--- src/rtl/spiflash_reader.sv ---
// SPI flash (mode 0) single-word reader: issues 0x03 + 24-bit address, shifts in 32 data bits.
// Optional sequential-read continuation (chip select held between reads) with SPIFLASH_READER_SEQ_EN.
//
// state | meaning
// IDLE  | chip deselected, ready for a request
// SEL   | chip selected, one setup cycle before the first SPI clock
// SHIFT | 2 clk per bit: phase 0 clock low / MOSI update, phase 1 clock high
// DONE  | response pulse with the assembled word
// HOLD  | (SEQ_EN) chip still selected, ready; next sequential word needs no command
// DESEL | (SEQ_EN) one deselect cycle before restarting a non-sequential read
module spiflash_reader (
    input  logic        clk,
    input  logic        reset,
    input  logic        req_valid,
    output logic        req_ready,
    input  logic [23:0] req_addr,
    output logic        rsp_valid,
    output logic [31:0] rsp_data,
    output logic        flash_csb,
    output logic        flash_clk,
    output logic        flash_io0,
    input  logic        flash_io1
);

    typedef enum logic [2:0] {
        IDLE  = 3'd0,
        SEL   = 3'd1,
        SHIFT = 3'd2,
        DONE  = 3'd3,
        HOLD  = 3'd4,
        DESEL = 3'd5
    } state_t;

    state_t      state;
    logic [31:0] tx_sr;
    logic [31:0] rx_sr;
    logic [31:0] rx_word;
    logic [5:0]  bit_cnt;
    logic        phase;
`ifdef SPIFLASH_READER_SEQ_EN
    logic [23:0] addr_q;
`endif

    assign rx_word = {rx_sr[30:0], flash_io1};

    always_ff @(posedge clk) begin
        if (reset) begin
            state     <= IDLE;
            tx_sr     <= '0;
            rx_sr     <= '0;
            bit_cnt   <= '0;
            phase     <= 1'b0;
            req_ready <= 1'b1;
            rsp_valid <= 1'b0;
            rsp_data  <= '0;
            flash_csb <= 1'b1;
            flash_clk <= 1'b0;
            flash_io0 <= 1'b0;
`ifdef SPIFLASH_READER_SEQ_EN
            addr_q    <= '0;
`endif
        end else begin
            rsp_valid <= 1'b0;
            case (state)
                IDLE: begin
                    if (req_valid) begin
                        tx_sr     <= {8'h03, req_addr};
                        bit_cnt   <= 6'd0;
                        req_ready <= 1'b0;
                        flash_csb <= 1'b0;
                        flash_clk <= 1'b0;
                        flash_io0 <= 1'b0;
                        state     <= SEL;
`ifdef SPIFLASH_READER_SEQ_EN
                        addr_q    <= req_addr;
`endif
                    end
                end
                SEL: begin
                    flash_csb <= 1'b0;
                    flash_clk <= 1'b0;
                    flash_io0 <= tx_sr[31];
                    tx_sr     <= {tx_sr[30:0], 1'b0};
                    phase     <= 1'b0;
                    state     <= SHIFT;
                end
                SHIFT: begin
                    if (!phase) begin
                        phase     <= 1'b1;
                        flash_clk <= 1'b1;
                    end else begin
                        phase     <= 1'b0;
                        flash_clk <= 1'b0;
                        rx_sr     <= rx_word;
                        if (bit_cnt == 6'd63) begin
                            // flash sends the byte at the lowest address first
                            rsp_data  <= {rx_word[7:0], rx_word[15:8], rx_word[23:16], rx_word[31:24]};
                            rsp_valid <= 1'b1;
                            flash_io0 <= 1'b0;
`ifndef SPIFLASH_READER_SEQ_EN
                            flash_csb <= 1'b1;
`endif
                            state     <= DONE;
                        end else begin
                            bit_cnt   <= bit_cnt + 6'd1;
                            flash_io0 <= tx_sr[31];
                            tx_sr     <= {tx_sr[30:0], 1'b0};
                        end
                    end
                end
                DONE: begin
                    req_ready <= 1'b1;
`ifdef SPIFLASH_READER_SEQ_EN
                    state     <= HOLD;
`else
                    state     <= IDLE;
`endif
                end
`ifdef SPIFLASH_READER_SEQ_EN
                HOLD: begin
                    if (req_valid) begin
                        addr_q    <= req_addr;
                        req_ready <= 1'b0;
                        if (req_addr == addr_q + 24'd4) begin
                            // flash is still streaming; only the data phase is needed
                            tx_sr   <= '0;
                            bit_cnt <= 6'd32;
                            state   <= SEL;
                        end else begin
                            tx_sr     <= {8'h03, req_addr};
                            bit_cnt   <= 6'd0;
                            flash_csb <= 1'b1;
                            state     <= DESEL;
                        end
                    end
                end
                DESEL: begin
                    flash_csb <= 1'b0;
                    state     <= SEL;
                end
`endif
                default: begin
                    req_ready <= 1'b1;
                    flash_csb <= 1'b1;
                    flash_clk <= 1'b0;
                    flash_io0 <= 1'b0;
                    state     <= IDLE;
                end
            endcase
        end
    end

endmodule

--- config.mk ---
export PLATFORM = sky130hd
export DESIGN_NAME = spiflash_reader
export DESIGN_NICKNAME = d
export VERILOG_FILES = /design/src/rtl/spiflash_reader.sv
export SDC_FILE = /design/constraint.sdc
export NUM_CORES = 1
export LEC_CHECK = 0
export BUFFER_PORTS_ARGS = -buffer_cell sky130_fd_sc_hd__buf_2
export CORE_MARGIN = 2
export CORE_UTILIZATION = 60
export DETAILED_ROUTE_END_ITERATION = 10
export GPL_TIMING_DRIVEN = 0
export PLACE_DENSITY_LB_ADDON = 0.2
export SLEW_MARGIN = 15
export SYNTH_ARGS = -nofsm -noshare
export SYNTH_HDL_FRONTEND = slang
export SYNTH_SLANG_ARGS = --single-unit
--- constraint.sdc ---
create_clock -name clk -period 5.1 [get_ports clk]
set_clock_uncertainty 0.2 [all_clocks]
set_input_delay 0.255 -clock clk [delete_from_list [all_inputs] [get_ports clk]]
set_output_delay 0.255 -clock clk [all_outputs]
set_load 0.03 [all_outputs]
* Yosys cells after proc, flatten, opt, wreduce, memory -nomap -nowiden
Cells that the tools add are included.
Storage, ports and cells: bits in latches 0, memories kept 0, output and inout port bits 37, bits of input ports 28, bits in read-only memories 0, register bits after elaboration 110, RAM bits 0, logic and storage cells 63
Cells by class: muxes and demuxes 24, bitwise logic cells 4, shift operators 0, div/mod/pow operators 0, add/subtract/negate cells 1, equal/unequal tests 8, reductions and logical operators 15, multiply operators 0, magnitude comparators 0
Operator list (number):
- 2-to-1 mux 32 bit | 3
- one-hot mux 32 bit (3 select lines) | 1
- 2-to-1 mux 6 bit | 3
- one-hot mux 6 bit (2 select lines) | 1
- AND reduction 4 bit | 3
- 2-to-1 mux 3 bit | 3
- one-hot mux 3 bit (3 select lines) | 1
- AND reduction 3 bit | 3
- != test 2 bit, second input constant | 4
- one-hot mux 1 bit (4 select lines) | 2
- 2-to-1 mux 1 bit | 7
- adder 6 x 1 -> 6 bit, second input constant | 1
- == test 3 x 2 -> 1 bit, second input constant | 2
- == test 6 bit, second input constant | 1
- AND reduction 2 bit | 3
- NOT 1 bit | 4
- one-hot mux 1 bit (2 select lines) | 2
- nonzero test 2 bit | 2
- == test 3 x 1 -> 1 bit, second input constant | 1
- logical NOT 3 bit | 1
- one-hot mux 1 bit (3 select lines) | 1
- nonzero test 3 bit | 1
- OR reduction 3 bit | 1
- OR reduction 2 bit | 1

* Depth between registers and ports, before layout
Gate-level depths: netlist (run 1).
depth after elaboration 4, gate-level depth with buffers 9, mapped depth without buffers 6

* Worst setup path after synthesis (run 1)
No wires, ideal clock.
path kind reg-to-reg, from reg state[0], to reg tx_sr[16], library setup time 0.145 ns, data required time 4.755 ns, stages on the path, launching flop included 9, arrival time 1.612 ns, buffers on the path 3, path slack 3.143 ns, clock period less this slack 1.957 ns, path through dfxtp_1 -> inv_1 -> ha_1 -> buf_2 -> or3_1 -> clkbuf_1 -> buf_2 -> a21oi_1 -> a211oi_2
On the way: cells in the longest elaborated chain, start to end 3, elaborated cells between the ends (all ways) 9, classes of those cells eq/ne: 5; mux: 1; reduce/logical: 3
RTL lines:
- start, declared | RTL line 34 | state_t state;
- start signal, assigned | RTL line 48 | state <= IDLE;
- start signal, assigned | RTL line 73 | state <= SEL;
- start signal, assigned | RTL line 85 | state <= SHIFT;
- == test 3 x 2 -> 1 bit (tied with other cells) | RTL line 64 | case (state)
- != test 2 bit (no line) / nonzero test 3 bit (equally long branches)
- AND reduction 4 bit (no line)
- end signal, assigned | RTL line 67 | tx_sr <= {8'h03, req_addr};
- end signal, assigned | RTL line 83 | tx_sr <= {tx_sr[30:0], 1'b0};
- end signal, assigned | RTL line 107 | tx_sr <= {tx_sr[30:0], 1'b0};
- end, declared | RTL line 35 | logic [31:0] tx_sr;
Parallel ways exist; a longest one is shown, timed or not. A chain may end at the register's enable or synchronous reset.

* Final worst setup path (run 1)
from reg state[0], to reg tx_sr[6]
The elaborated chain is that of the path after synthesis.

==> results by group, run 1 <==
Clock tree
  • Worst skew pair latency: 0.38 ns
  • Max clock buf depth: 2
  • Post-cts resize count: 0
  • CTS Hold Bufs: 3
  • CTS tree: built
  • Clock-pin slew on the worst setup and hold paths: 0.11 ns
  • Clock sinks: about 110
  • H-tree lvl count: 3
  • Clk root buf: clkbuf_8
  • Post-CTS Setup Inserts: 0
  • CTS buffer count: 9

Final layout
  • Post-layout net count: 628
  • Ratio of cells with drive above 1 in the final layout: 20.5%
  • Antenna cells: 0
  • P&R area growth vs syn: 15.2%

Floorplanning
  • Die area: 8140 µm²
  • Die X: 90.2 µm
  • Top Ports: 65
  • Starting Density: 61.9%
  • Row Count: 31
  • Die Y: 90.2 µm
  • Core area: 7210 µm²

STA
  • Period Utilization, post-route: between 40 and 50%
  • Final setup violation count: 0
  • Endpoints failing hold: 0
  • Unrepaired setup endpoints after global routing: no
  • Fin. max-slew vios: 0
  • Crit path time final: 2.25 ns
  • Worst-Margin Slew: 0.739 ns
  • Slew HR: ~51%
  • Fmax: 444 MHz
  • Sum Neg Setup Slack: 0 ns

Drt
  • Via count: slightly below 4000
  • DRT antenna net count: 0
  • Wire per inst: 14.2 µm
  • First-pass DRT Iterations: 5
  • Total Routed Length: 9920 µm
  • DRC viols: 0
  • Via density: 5.62
  • DRT iter0 DRCs: 215

Global route
  • GRT overflow: 0
  • Vias in the first global route: between 3000 and 4000
  • GRT Resource Usage Total: between 20% and 30%
  • Initial antenna violation count: 0
  • Largest net degree at the start of global routing: 21
  • First-pass GRT wire length: approximately 17000 µm

Synth
  • Net count after synthesis: 551
  • Sequential area share after synthesis: 48.9%
  • Number of distinct library cells after synthesis: 39
  • Synth Area per Inst: about 8.6 µm²
  • Cells after Synth: 517
  • Post-Synthesis Cell Area: 4460 µm²
  • Synthesis-stage register bit count: 109
  • Synth warn: 0
  • Fraction of registers with async set/reset: 0%
  • Number of synthesized flops with an enable pin: 0
  • Post-synth top flop: dfxtp_1

Worst setup path
  • Required time of the worst setup path: 5.20 ns
  • Kind of critical path: reg2reg
  • FF-to-FF Start: state[0]
  • Crit. End Element: flop
  • CP max FO: 10
  • Worst Reg-to-Reg Cells: 7
  • CP Data Arrival Time: 2.35 ns
  • Flop2flop setup slack: 2.85 ns
  • Crit start category: flop
  • Worst Setup SP: state[0]
  • RR Endpoint: tx_sr[6]

Placement
  • Routability congestion estimate: roughly 0.9
  • HPWL Detailed: around 7000 µm
  • IO Port Bufs: 63

Power
  • PnR Total Power: 2.66 mW
  • Worst VDD drop: around 430 µV
  • Power Density: 518 nW/µm²
  • Pleak: 1.91 nW

Worst hold path
  • Hold Crit Endpoint: tx_sr[23]
  • Hold_sp: req_addr[23]
  • Hold depth: 3
  • Min-Delay Path Class: in2reg

Outcome
  • Status: finished clean

Flow run
  • MaxCap Viol Count: 0
==> logic make-up (layout without fill, tap and decap cells) <==
| family | after synthesis | count (layout) | synth area share [%] |
|---|---|---|---|
| multiplexers | 23 | 23 | 5.16 |
| AND/OR/NAND/NOR | 173 | 173 | 16.7 |
| adder cells (fa/ha/maj) | 6 | 6 | 1.68 |
| flip-flops | 109 | 109 | 48.9 |
| buffers and inverters | 49 | 131 | 5.21 |
| AO/OA/AOI/OAI | 157 | 157 | 22.3 |
==> flip-flops by register name, summed over array words and instances (netlist names) <==
name	flops
state	2
bit_cnt	6
rsp_valid	1
flash_io0	1
rx_sr	31
flash_csb	1
tx_sr	32
req_ready	1
rsp_data	32
flash_clk	1
phase	1
==> cell type report <==
type                    instances  area, µm²
repair buffers                 66        345
fillers                       609       2070
clock buffers                   9        124
flip-flops and latches        109       2180
multi-input cells             359       2050
inverters                       5       18.8
plain buffers                  44        214
well taps                      99        124
clock inverters                 7       86.3
==> cells in the mapped netlist (all sizes together), types with 3 or more instances <==
cell type    n  area, µm²
nor2         6       25.0
nand3        7       35.0
nand4        6       37.5
nor3         4       25.0
clkbuf      25       93.8
inv          5       18.8
ha           6       75.1
buf         19        120
a21oi      106        531
o21ai       15       75.1
a31oi        3       33.8
a211oi      24        275
dfxtp      109       2180
mux2i       23        230
nand2      130        488
nand2b       6       37.5
==> worst max path at each step <==
stage	to	slack (ns)	cells past startpoint
2_1_floorplan	tx_sr[16]	3.14	8
3_3_place_gp	rsp_data[29]	2.93	8
3_5_place_dp	rsp_data[26]	2.87	8
4_1_cts	rsp_data[26]	2.83	8
5_1_grt	rsp_data[24]	2.66	8
6_report	tx_sr[6]	2.85	7
==> per-stage QoR <==
| step | setup WS (ns) | std cells | cell area [µm²] | hold WS, ns | util, % |
|---|---|---|---|---|---|
| detailed placement | 2.87 | 679 | 4900 | 0.243 | 68.0 |
| floorplan | 3.14 | 517 | 4460 | 0.191 | - |
| CTS | 2.83 | 698 | 5140 | 0.00862 | 71.3 |
| global route | 2.66 | 698 | 5140 | 0.0212 | 71.3 |
| finish | 2.85 | 698 | 5140 | 0.00805 | 71.3 |
| global placement | 2.93 | 679 | 4900 | 0.241 | 68.0 |
==> per-layer routing <==
layer,track usage [%],wire length [µm]
met1,33.8,4580
met2,42.0,4760
met3,3.86,385
met4,9.87,198
met5,0,0
==> cell usage in the layout, fill, tap and decap left out, types with 5 or more instances in the layout <==
master	count
nand2_1	130
dfxtp_1	109
a21oi_1	106
buf_2	75
clkbuf_1	25
mux2i_1	23
a211oi_2	19
clkbuf_8	9
o21ai_1	8
nand3_1	7
o21ai_0	7
nand2b_1	6
nand4_1	6
ha_1	6
inv_1	5
a211oi_1	5
buf_4	5
nor2_1	5
==> critical path: stages, from the launching register on <==
cell and delay [ns]:
dfxtp_1 0.41, inv_1 0.08, ha_1 0.22, buf_2 0.19, nor3_2 0.47, nor2_2 0.19
buf_6 0.20, a211oi_2 0.19
==> power breakdown <==
group | switching [mW] | leakage [nW] | internal, mW
registers | 0.0578 | 0.885 | 0.953
clock network | 0.311 | 0.105 | 0.239
logic | 0.665 | 0.923 | 0.438
total | 1.03 | 1.91 | 1.63
Note: power is estimated with default switching activity, not from simulation.
==> run 2, diff against run 1 <==
--- a/config.mk
+++ b/config.mk
@@ -7,7 +7,7 @@
 export LEC_CHECK = 0
 export BUFFER_PORTS_ARGS = -buffer_cell sky130_fd_sc_hd__buf_2
 export CORE_MARGIN = 2
-export CORE_UTILIZATION = 60
+export CORE_UTILIZATION = 56
 export DETAILED_ROUTE_END_ITERATION = 10
 export GPL_TIMING_DRIVEN = 0
 export PLACE_DENSITY_LB_ADDON = 0.2
==> constraint.sdc (replaced) <==
create_clock -name clk -period 2.3 [get_ports clk]
set_clock_uncertainty 0.2 [all_clocks]
set_input_delay 0.115 -clock clk [delete_from_list [all_inputs] [get_ports clk]]
set_output_delay 0.115 -clock clk [all_outputs]
set_load 0.03 [all_outputs]
==> run 2 against run 1 <==
Clock-buffer cell count is 1 higher. Maximum frequency is 1.1% higher. Die area is 6.8% higher. Critical path type unchanged. Register-to-register slack got worse by 2.8 ns. Sequential cell count stayed put. Sequential power grew 120%.
==> results by group, run 2 (same netlist as run 1, synthesis figures left out) <==
Outcome
  • Status: finished clean

Final layout
  • Core Util, Final: 70.0%
  • P&R area growth vs syn: 21.2%
  • Ratio of cells with drive above 1 in the final layout: 20.0%
  • Commonest non-fill, non-tap cell in the layout: nand2_1
  • Antenna cells: 0
  • Post-layout net count: ~650
  • Leading cell types in the layout, fill and taps excluded: nand2_1, dfxtp_1, a21oi_1
  • Biggest registers after layout: rsp_data x32, tx_sr x32, rx_sr x31
  • Number of fillers in the final layout: 619
  • Final Non-Filler Cells: 723
  • Fin area: approximately 5400 µm²

Clock tree
  • Max clock buf depth: 2
  • Clk root buf: clkbuf_8
  • Worst skew pair latency: 0.36 ns
  • CTS buffer count: 9
  • CTS tree: built
  • Post-CTS Setup Inserts: 0
  • Clock-pin slew on the worst setup and hold paths: 0.09 ns
  • Clock sinks: 109
  • H-tree lvl count: 3

Drt
  • DRC viols: 0
  • Via count: between 3000 and 4000
  • Wire per inst: about 14 µm
  • First-pass DRT Iterations: 5
  • DRT iter0 DRCs: 210
  • DRT antenna net count: 0
  • Via density: approximately 5.5
  • Total Routed Length: 10300 µm

Floorplanning
  • Top Ports: 65
  • Die Y: 93.3 µm
  • Row Count: 32
  • Die area: 8700 µm²
  • Core area: 7730 µm²
  • Starting Density: between 50% and 60%
  • Die X: 93.3 µm

Global route
  • GRT Resource Usage Total: 24.5%
  • Initial antenna violation count: 0
  • Vias in the first global route: 3688
  • Largest net degree at the start of global routing: 17
  • GRT overflow: 0
  • First-pass GRT wire length: 17000 µm

Placement
  • Dpl cells: 682
  • IO Port Bufs: 63
  • DP Worst Slack: ~0.11 ns
  • Area after DPL: 4910 µm²
  • Routability congestion estimate: 0.867
  • HPWL Detailed: 6840 µm

Worst setup path
  • FF-to-FF Start: state[1]
  • Crit start category: flop
  • CP Cell Sequence: inv_1 -> ha_1 -> nor2b_1 -> clkbuf_1 -> nor3_1 -> o2111ai_1 -> a21oi_1
  • Critical Path Slowest Stage Cell: nor3_1
  • CP max FO: 9
  • CP Data Arrival Time: 2.32 ns
  • Flop2flop setup slack: approximately 0.075 ns
  • Worst Reg-to-Reg Cells: 7
  • Worst Setup SP: state[1]
  • Required time of the worst setup path: between 2 and 2.5 ns
  • RR Endpoint: flash_io0
  • End of the critical path: flash_io0
  • Max incr delay on CP: 0.44 ns
  • Kind of critical path: reg2reg
  • Crit. End Element: flop

STA
  • Fmax: 449 MHz
  • Slew HR: 49.2%
  • Sum Neg Setup Slack: 0 ns
  • Final setup violation count: 0
  • Setup ws final: 0.0745 ns
  • Endpoints failing hold: 0
  • Period Utilization, post-route: 96.8%
  • Crit path time final: 2.23 ns
  • Worst-Margin Slew: 0.762 ns
  • Hold slack final: 0.256 ns
  • Fin. max-slew vios: 0
  • Unrepaired setup endpoints after global routing: yes

Flow run
  • MaxCap Viol Count: 0

Power
  • PnR Total Power: between 6 and 7 mW
  • Worst VDD drop: 1080 µV
  • Power Density: 1130 nW/µm²
  • Pleak: 2.03 nW

Worst hold path
  • Hold depth: 3
  • Min-Delay Path Class: in2reg
-- run 2: changes by cell type in the layout (fill, tap and decap cells not counted), sizes merged --
cell	before	now
bufinv	1	3
clkinvlp	1	0
clkinv	0	2
dlygate4sd3	3	26
inv	10	5
clkbuf	34	35
-- run 2: metal layers --
| metal | vias up | track usage [%] | wire length, µm |
|---|---|---|---|
| met3 | 17 | 3.55 | 417 |
| met1 | 1835 | 32.2 | 4790 |
| met4 | 0 | 8.70 | 208 |
| li1 | 1987 | - | - |
| met5 | - | 0 | 0 |
| met2 | 102 | 41.0 | 4880 |
-- run 2: timing repair --
| action | in CTS | in global routing |
|---|---|---|
| endpoints found under the hold margin | 27 | 0 |
| hold buffers | 26 | 0 |
| gates resized for setup | 0 | 7 |
| endpoints found under the setup margin | 0 | 50 |
-- run 2: power breakdown --
part	switching (mW)	internal, mW
clock	0.602	0.715
combinational	1.55	1.01
sequential	0.145	2.11
-- run 2: final cells by class --
class                           instances  area [µm²]  area share (%)
Clock inverter                          5         100            1.85
Timing Repair Buffer                   89         576            10.6
Clock buffer                           10         128            2.36
Sequential cell                       109        2180            40.4
Inverter                                5        18.8           0.347
Tap cell                              102         128            2.36
Multi-Input combinational cell        359        2060            38.1
Buffer                                 44         216            4.00
-- run 2: how the worst min path moves through the flow --
stage / from / end / slack, ns
after floorplan: flash_io1 / rx_sr[0] / 0.05
after global placement: flash_io1 / rx_sr[0] / 0.17
after detailed placement: flash_io1 / rsp_data[24] / 0.18
after CTS: reset / rx_sr[13] / 0.24
after global routing: rsp_data[5] / rsp_data[5] / 0.27
final: reset / rx_sr[14] / 0.26
-- run 2: critical path: cells and delay by family, from the launching register on --
kind	cells	cell delay [ns]
buffers and inverters	2	0.27
adders and majority gates	1	0.29
and+or+nand+nor	2	0.61
AOI/OAI and AO/OA	2	0.38
DFF	1	0.41
==> run 3, diff against run 2 <==
--- a/config.mk
+++ b/config.mk
@@ -7,7 +7,8 @@
 export LEC_CHECK = 0
 export BUFFER_PORTS_ARGS = -buffer_cell sky130_fd_sc_hd__buf_2
 export CORE_MARGIN = 2
-export CORE_UTILIZATION = 56
+export CORE_UTILIZATION = 35
+export CTS_CLUSTER_DIAMETER = 40
 export DETAILED_ROUTE_END_ITERATION = 10
 export GPL_TIMING_DRIVEN = 0
 export PLACE_DENSITY_LB_ADDON = 0.2
==> run 3 against run 2 <==
Final cell count up 9.8%. Power is 3.8% higher. Sequential cell count unchanged. Sequential share of layout area down 1.3 points. Die area rose by 57%. Clock power increased by 21%. Final area grew 3.2%. Critical path depth is 1 higher. Largest power group unchanged. Combinational power down 2%. Non-clock buffer count stayed put. Worst setup slack better by 0.022 ns. Register-to-register slack better by 0.02 ns.
==> results by group, run 3 (same netlist as run 1, synthesis figures left out) <==
Final layout
  • Area taken by multi-input logic gates: 2060 µm²
  • Biggest registers after layout: rsp_data x32, tx_sr x32, rx_sr x31
  • Leading cell types in the layout, fill and taps excluded: nand2_1, dfxtp_1, a21oi_1
  • Fin area: 5580 µm²
  • Ratio of cells with drive above 1 in the final layout: between 20% and 30%
  • P&R area growth vs syn: 25.1%
  • Number of fillers in the final layout: around 1300
  • Commonest non-fill, non-tap cell in the layout: nand2_1
  • Reg area: roughly 2200 µm²
  • Post-layout net count: 651
  • Antenna cells: 0

Power
  • Combinational share of power: 39.5%
  • PnR Total Power: about 6.4 mW
  • Sw power: 2.34 mW
  • Power Density: 1140 nW/µm²
  • Worst VDD drop: 443 µV
  • Pleak: 2.06 nW
  • Int Power: 4.02 mW
  • Sw Ratio: 36.8%
  • Clock power frac: 25.2%
  • Sequential Power Share: 35.3%

Floorplanning
  • Die X: 117 µm
  • Top Ports: 65
  • Row Count: a little over 40
  • Starting Density: ~36%
  • Die area: 13700 µm²
  • Die Y: 117 µm
  • Core area: 12500 µm²

STA
  • Final setup violation count: 0
  • Sum Neg Setup Slack: 0 ns
  • Fmax: 454 MHz
  • Worst-Margin Slew: 0.727 ns
  • Fin. max-slew vios: 0
  • Period Utilization, post-route: a little over nine tenths
  • Endpoints failing hold: 0
  • Crit path time final: 2.20 ns
  • Slew HR: 51.5%
  • Unrepaired setup endpoints after global routing: no

Clock tree
  • Worst skew pair latency: 0.35 ns
  • Clock sinks: 109
  • H-tree lvl count: 3
  • Clock-pin slew on the worst setup and hold paths: 0.07 ns
  • Clk root buf: clkbuf_16
  • Post-CTS Setup Inserts: 0
  • Max clock buf depth: 2
  • CTS buffer count: 9
  • CTS tree: built

Placement
  • Area after DPL: 4990 µm²
  • IO Port Bufs: 63
  • HPWL Detailed: ~7300 µm
  • Routability congestion estimate: 0.762

Worst setup path
  • Crit start category: flop
  • CP Data Arrival Time: 2.22 ns
  • Kind of critical path: reg2reg
  • Worst Setup SP: state[0]
  • CP max FO: 10
  • FF-to-FF Start: state[0]
  • Required time of the worst setup path: 2.31 ns
  • Crit. End Element: flop

Drt
  • Via density: 4.90
  • Total Routed Length: 10600 µm
  • DRT antenna net count: 0
  • First-pass DRT Iterations: 4
  • DRT iter0 DRCs: 209
  • DRC viols: 0
  • Wire per inst: 13.4 µm
  • Via count: 3894

Worst hold path
  • Hold_sp: rsp_data[6]
  • Min-Delay Path Class: reg2reg

Global route
  • First-pass GRT wire length: 17600 µm
  • Vias in the first global route: 3564
  • Initial antenna violation count: 0
  • GRT Resource Usage Total: 16.3%
  • GRT overflow: 0
  • Largest net degree at the start of global routing: 18

Flow run
  • MaxCap Viol Count: 0

Outcome
  • Status: finished clean
## run 3: cell types whose count changed in the layout (fill, tap and decap cells not counted), sizes merged
cell,delta
bufinv,-2
clkbuf,+1
clkinvlp,+2
## run 3: metrics by stage
step | utilization [%] | worst slack (ns) | std cells | hold slack, ns
floorplan | - | 0.343 | 517 | 0.0510
global placement | 39.9 | 0.0640 | 752 | 0.178
detailed placement | 39.9 | -0.0287 | 752 | 0.184
CTS | 44.5 | 0.0477 | 794 | 0.256
global route | 44.6 | 0.00177 | 794 | 0.273
finish | 44.6 | 0.0963 | 794 | 0.251
## run 3: per-layer routing
metal | up-vias | track usage (%) | part of all wire [%]
met5 | - | 0 | 0
li1 | 1992 | - | -
met1 | 1831 | 22.1 | 50
met3 | 7 | 2.78 | 2.9
met2 | 64 | 25.5 | 47
met4 | 0 | 6.82 | 0.87
## run 3: timing repair
action,CTS,global route
pin swaps,0,1
endpoints found under the hold margin,27,0
resized for setup,2,6
setup endpoints to repair,10,46
hold buffers,26,0
## run 3: power by group through the flow
stage               clock network, mW  logic (mW)  registers (mW)
global route                     1.72        2.77            2.27
finish                           1.60        2.52            2.25
floorplan                           0        1.94            2.28
detailed placement                  0        2.45            2.29
global placement                    0        2.41            2.28
CTS                              1.64        2.51            2.24
## run 3: critical path: stages (launching register included)
cell and delay [ns]:
dfxtp_2 0.38, inv_1 0.07, ha_1 0.21, buf_2 0.20, or3_1 0.35, clkbuf_1 0.16, buf_2 0.21, a21oi_1 0.21
a211oi_2 0.07
## run 3: path summary, 6_finish.rpt
| kind | to | slack (ns) | depth (start not counted) |
|---|---|---|---|
| min | rsp_data[6] | 0.25 | 2 |
| max | tx_sr[15] | 0.1 | 8 |
| max reg2reg | tx_sr[15] | 0.1 | 8 |
| min reg2reg | rsp_data[6] | 0.25 | 2 |
## run 3: area by class of cell
cell class                      instances  area share, %
Buffer                                 44           3.90
Clock buffer                           11           4.53
Clock inverter                          5           1.05
Inverter                                5          0.336
Multi-Input combinational cell        359           36.9
Sequential cell                       109           39.1
Tap cell                              172           3.85
Timing Repair Buffer                   89           10.3
